File: src/rtl/mem_port_arbiter.sv
// mem_port_arbiter: shares one multi-cycle word-wide RAM port between the
// instruction-fetch requester (IF) and the load/store requester (MEM).
// A winning request is latched in IDLE and held stable on the RAM port
// until ram_ack arrives or the timeout counter expires. In either case
// the requester gets a one-cycle done pulse. A timeout also pulses
// bus_err and returns zero data.
// Optional feature: define MEM_ARB_RR_EN for round-robin arbitration on
// ties. Without it, MEM always wins a tie.
module mem_port_arbiter #(
  parameter int ADDR_W  = 32,
  parameter int DATA_W  = 32,
  parameter int TIMEOUT = 255
) (
  input  logic                clk,
  input  logic                rst_n,
  input  logic                if_re,
  input  logic [ADDR_W-1:0]   if_addr,
  output logic                if_busy,
  output logic                if_done,
  output logic [DATA_W-1:0]   if_data,
  input  logic                mem_re,
  input  logic                mem_we,
  input  logic [DATA_W/8-1:0] mem_sel,
  input  logic [ADDR_W-1:0]   mem_addr,
  input  logic [DATA_W-1:0]   mem_wdata,
  output logic                mem_busy,
  output logic                mem_done,
  output logic [DATA_W-1:0]   mem_rdata,
  output logic                ram_req,
  output logic                ram_we,
  output logic [DATA_W/8-1:0] ram_sel,
  output logic [ADDR_W-1:0]   ram_addr,
  output logic [DATA_W-1:0]   ram_wdata,
  input  logic                ram_ack,
  input  logic [DATA_W-1:0]   ram_rdata,
  output logic                bus_err
);

  localparam int SEL_W = DATA_W / 8;
  localparam logic [7:0] TIMEOUT_L = 8'(TIMEOUT);

  typedef enum logic [2:0] {IDLE, BUSY_IF, BUSY_MEM, DONE_IF, DONE_MEM} state_t;

  state_t              state_reg, state_next;
  logic [7:0]          cnt_reg, cnt_next;
  logic [ADDR_W-1:0]   addr_reg, addr_next;
  logic [DATA_W-1:0]   wdata_reg, wdata_next;
  logic [SEL_W-1:0]    sel_reg, sel_next;
  logic                we_reg, we_next;
  logic [DATA_W-1:0]   if_data_reg, if_data_next;
  logic [DATA_W-1:0]   mem_data_reg, mem_data_next;
  logic                err_reg, err_next;
  logic                mem_pend, if_pend, prio_mem, grant_mem, grant_if;
  logic                busy_now, timeout_hit;

`ifdef MEM_ARB_RR_EN
  // Last-grant pointer: 1 = MEM was granted last, 0 = IF was granted last.
  logic                last_mem_reg, last_mem_next;

  // Update the round-robin pointer on every grant.
  always_ff @(posedge clk or negedge rst_n) begin
    if (!rst_n) last_mem_reg <= 1'b0;
    else        last_mem_reg <= last_mem_next;
  end

  assign prio_mem = ~last_mem_reg;
`else
  assign prio_mem = 1'b1;
`endif

  assign mem_pend    = mem_re | mem_we;
  assign if_pend     = if_re;
  assign grant_mem   = mem_pend & (~if_pend | prio_mem);
  assign grant_if    = if_pend & ~grant_mem;
  assign busy_now    = (state_reg == BUSY_IF) || (state_reg == BUSY_MEM);
  assign timeout_hit = (cnt_reg + 8'd1) == TIMEOUT_L;

  // State and datapath registers. Reset aborts any transaction in flight.
  always_ff @(posedge clk or negedge rst_n) begin
    if (!rst_n) begin
      state_reg    <= IDLE;
      cnt_reg      <= '0;
      addr_reg     <= '0;
      wdata_reg    <= '0;
      sel_reg      <= '0;
      we_reg       <= 1'b0;
      if_data_reg  <= '0;
      mem_data_reg <= '0;
      err_reg      <= 1'b0;
    end else begin
      state_reg    <= state_next;
      cnt_reg      <= cnt_next;
      addr_reg     <= addr_next;
      wdata_reg    <= wdata_next;
      sel_reg      <= sel_next;
      we_reg       <= we_next;
      if_data_reg  <= if_data_next;
      mem_data_reg <= mem_data_next;
      err_reg      <= err_next;
    end
  end

  // Next-state logic: arbitrate in IDLE, wait for ack or timeout in BUSY.
  always_comb begin
    state_next    = state_reg;
    cnt_next      = cnt_reg;
    addr_next     = addr_reg;
    wdata_next    = wdata_reg;
    sel_next      = sel_reg;
    we_next       = we_reg;
    if_data_next  = if_data_reg;
    mem_data_next = mem_data_reg;
    err_next      = 1'b0;
`ifdef MEM_ARB_RR_EN
    last_mem_next = last_mem_reg;
`endif
    case (state_reg)
      IDLE: begin
        cnt_next = '0;
        if (grant_mem) begin
          state_next = BUSY_MEM;
          addr_next  = mem_addr;
          wdata_next = mem_wdata;
          sel_next   = mem_sel;
          // Asserting re and we together is treated as a write.
          we_next    = mem_we;
`ifdef MEM_ARB_RR_EN
          last_mem_next = 1'b1;
`endif
        end else if (grant_if) begin
          state_next = BUSY_IF;
          addr_next  = if_addr;
          wdata_next = '0;
          sel_next   = '1;
          we_next    = 1'b0;
`ifdef MEM_ARB_RR_EN
          last_mem_next = 1'b0;
`endif
        end
      end
      BUSY_IF, BUSY_MEM: begin
        cnt_next = cnt_reg + 8'd1;
        // An ack on the last allowed cycle still counts as success.
        if (ram_ack || timeout_hit) begin
          cnt_next   = '0;
          err_next   = ~ram_ack;
          state_next = (state_reg == BUSY_IF) ? DONE_IF : DONE_MEM;
          if (state_reg == BUSY_IF) if_data_next  = ram_ack ? ram_rdata : '0;
          else                      mem_data_next = ram_ack ? ram_rdata : '0;
        end
      end
      default: state_next = IDLE;
    endcase
  end

  assign ram_req   = busy_now;
  assign ram_we    = we_reg;
  assign ram_sel   = sel_reg;
  assign ram_addr  = addr_reg;
  assign ram_wdata = wdata_reg;
  assign if_busy   = (state_reg != IDLE) && (state_reg != DONE_IF);
  assign mem_busy  = (state_reg != IDLE) && (state_reg != DONE_MEM);
  assign if_done   = (state_reg == DONE_IF);
  assign mem_done  = (state_reg == DONE_MEM);
  assign if_data   = if_data_reg;
  assign mem_rdata = mem_data_reg;
  assign bus_err   = err_reg;

endmodule

File: config.mk
export PLATFORM = sky130hd
export DESIGN_NAME = mem_port_arbiter
export DESIGN_NICKNAME = d
export VERILOG_FILES = /design/src/rtl/mem_port_arbiter.sv
export SDC_FILE = /design/constraint.sdc
export NUM_CORES = 1
export LEC_CHECK = 0
export ABC_AREA = 1
export CAP_MARGIN = 0
export CORE_UTILIZATION = 37
export CTS_CLUSTER_SIZE = 12
export DETAILED_ROUTE_END_ITERATION = 16
export GPL_TIMING_DRIVEN = 0
export PLACE_DENSITY_LB_ADDON = 0.2
export SYNTH_ARGS = -nofsm -noshare
export SYNTH_HDL_FRONTEND = slang
export SYNTH_SLANG_ARGS = --single-unit
File: constraint.sdc
create_clock -name clk -period 5.9 [get_ports clk]
set_clock_uncertainty 0.2 [all_clocks]
set_input_delay 1.18 -clock clk [delete_from_list [all_inputs] [get_ports clk]]
set_output_delay 1.18 -clock clk [all_outputs]
set_load 0.005 [all_outputs]
==> results.py <==
metrics = {
    "finish": {
        "multiInputGateArea_mm2": 0.00214,
        "area_growth_pct": 58.9,
        "drive_gt1_frac": 0.0611,
        "antenna_cells": 0,
        "nFillCells": 1428,
        "seq_area_mm2": 0.00363,
        "nets": 1142,
        "final_cell_mix": "nand2_1 (319), clkdlybuf4s50_1 (274), dfrtp_1 (145), inv_1 (56), nor2_1 (45)",
        "layout.cells.most_common": "nand2_1",
    },
    "global_routing": {
        "antenna_found_initial": 0,
        "grt_pass1_vias": 5553,
        "grt_max_degree": 95,
        "grt.overflow.total": 0,
        "grt_pass1_wl_um": 28800,
        "grtUsageTotal": 0.213,
    },
    "timing": {
        "hold_viol_final": 0,
        "rsz0062_at_grt": "false",
        "max_freq_mhz": 294,
        "worstMarginPinSlew_ns": 0.500,
        "fin_crit_sh": 0.577,
        "fin_ws_ns": 2.49,
        "relSlewSlack": 0.667,
        "report.final.slew_viol_count": 0,
        "timing.final.crit_period_ns": 3.41,
        "tns_ns": 0,
        "hold_slack_ns": 0.269,
        "setup_violations": 0,
    },
    "drt": {
        "drt_iter0_markers": 275,
        "drc": 0,
        "num_vias": 5660,
        "viasPerCell": 4.60,
        "dr.pass1.iters": 4,
        "final_antenna_net_count": 0,
        "wl_um": 17800,
        "avgRoutedWirePerCell_um": 14.5,
    },
    "power_and_ir_drop": {
        "netSwitchingFraction": 0.333,
        "p_int_mw": 3.23,
        "vdd_drop_max_v": 0.000222,
        "power_frac_seq": 0.348,
        "p_sw_mw": 1.62,
        "p_clk_frac": 0.221,
        "power_density_mw_per_mm2": 495,
        "combPwrFrac": 0.431,
        "leakagePower_nw": 4.73,
        "power_mw": 4.85,
    },
    "min_path": {
        "holdPathEnd": "mem_rdata[9]",
        "worstHoldPathType": "flip-flop to flip-flop",
        "holdPathStages": 2,
        "hold_start": "mem_rdata[9]",
    },
    "cts": {
        "post-cts-setup-buffers": 0,
        "clkTransAtPathRegs_ns": 0.07,
        "htree_levels": 4,
        "cts_resized": 0,
        "clockBufferDepth": 2,
        "cts.root.buffer_cell": "clkbuf_16",
        "cts_tree": "built",
        "clock_latency_ns": 0.41,
        "cts.sinks": 145,
        "ctsHoldBuffers": 0,
        "numCtsBuffers": 17,
    },
    "setup_path": {
        "critPathMaxFanout": 5,
        "timing.rr.end": "mem_rdata[13]",
        "crit_path_end_kind": "primary output",
        "start_kind": "flip-flop",
        "reg2reg_depth": 12,
        "cp.required_ns": 4.52,
        "cp_data_arrival_time_ns": 2.03,
        "r2r_slack_ns": 3.80,
        "critPathKind": "flip-flop to primary output",
        "worstReg2RegStart": "cnt_reg[0]",
    },
    "placed_design": {
        "port_buffers": 275,
        "dpl_worst_slack_ns": 2.67,
        "hpwl_um": 13100,
        "place_congestion": 0.782,
    },
    "die": {
        "ios": 277,
        "initial_utilization": 0.384,
        "core_area_mm2": 0.0161,
        "die_h_um": 131,
        "fp.dieW_um": 131,
        "dieArea_mm2": 0.0172,
        "rows": 46,
    },
    "yosys": {
        "yosysSeqAreaShare": 0.588,
        "yosys_warnings": 0,
        "syn_nets": 847,
        "netlist_area_mm2": 0.00617,
        "ys.flop_type": "dfrtp_1",
        "ys_async_sr_fraction": 1.00,
        "synth_edf_count": 0,
        "ys_types": 24,
        "syn_inst": 707,
        "ys_ff_latch": 145,
        "syn_area_per_cell_um2": 8.73,
    },
    "status": {
        "status": "finished clean",
    },
    "flow_run": {
        "maxCapViolCount": 0,
    },
}
-- synthesized netlist by cell type, types with 3 or more instances --
| master | n | area, um^2 |
|---|---|---|
| nand2_1 | 319 | 1200 |
| dfrtp_1 | 145 | 3630 |
| inv_1 | 56 | 210 |
| nor2_1 | 45 | 169 |
| a22o_1 | 32 | 280 |
| a31oi_1 | 32 | 200 |
| clkbuf_1 | 19 | 71.3 |
| buf_2 | 10 | 50.1 |
| nand3_1 | 10 | 50.1 |
| buf_6 | 6 | 67.6 |
| o21ai_0 | 6 | 30.0 |
| o22a_1 | 4 | 35.0 |
| o22ai_1 | 4 | 25.0 |
| nand2_4 | 3 | 33.8 |
-- area by class of cell --
type | count | area share
Sequential cell | 145 | 0.370
Timing Repair Buffer | 276 | 0.284
Multi-Input combinational cell | 469 | 0.218
Clock buffer | 17 | 0.0434
Tap cell | 216 | 0.0276
Inverter | 58 | 0.0222
Buffer | 35 | 0.0193
Clock inverter | 15 | 0.0162
-- per-layer routing --
layer	GRT usage	up-vias	routed length, um
li1	-	2834	-
met1	0.255	2622	7540
met2	0.343	183	8460
met3	0.0787	21	1420
met4	0.0928	0	403
met5	0	-	0
-- critical path: stages, from the launching register on --
cell	delay (ns)
dfrtp_1	0.40
nor2_1	0.11
inv_1	0.09
nor2_2	0.25
inv_1	0.13
o21ai_0	0.09
inv_1	0.06
clkdlybuf4s50_1	0.49
-- through the flow --
stage / instances / util / cell area [um^2]
6_report: 1231 / 0.611 / 9810
5_1_grt: 1231 / 0.611 / 9810
4_1_cts: 1231 / 0.611 / 9810
3_5_place_dp: 1199 / 0.574 / 9220
3_3_place_gp: 1198 / 0.573 / 9190
2_1_floorplan: 707 / - / 6170
-- cells by family after synthesis --
kind of cell / Yosys count / synth area share
adder cells (fa/ha/maj): 2 / 0.00405
AO/OA/AOI/OAI: 81 / 0.0967
flip-flops: 145 / 0.588
buffers and inverters: 93 / 0.0659
AND/OR/NAND/NOR: 386 / 0.245
-- how the worst max path moves through the flow --
| stage | end | start | cells past startpoint | slack [ns] |
|---|---|---|---|---|
| 6_report | if_busy | state_reg[1] | 7 | 2.49 |
| 5_1_grt | if_busy | state_reg[1] | 7 | 2.35 |
| 4_1_cts | if_busy | state_reg[1] | 7 | 2.46 |
| 3_5_place_dp | ram_addr[30] | mem_we | 8 | 2.67 |
| 3_3_place_gp | mem_rdata[25] | rst_n | 1 | -2.60 |
| 2_1_floorplan | ram_addr[12] | mem_we | 7 | 3.51 |
-- power groups by stage --
stage / Combinational (mW) / Sequential [mW] / Clock, mW
2_1_floorplan: 0.799 / 1.73 / 0
3_3_place_gp: 2.10 / 1.69 / 0
3_5_place_dp: 2.12 / 1.70 / 0
4_1_cts: 2.13 / 1.69 / 1.10
5_1_grt: 2.29 / 1.75 / 1.14
6_report: 2.09 / 1.69 / 1.07
Power figures use the tool's default switching activity.
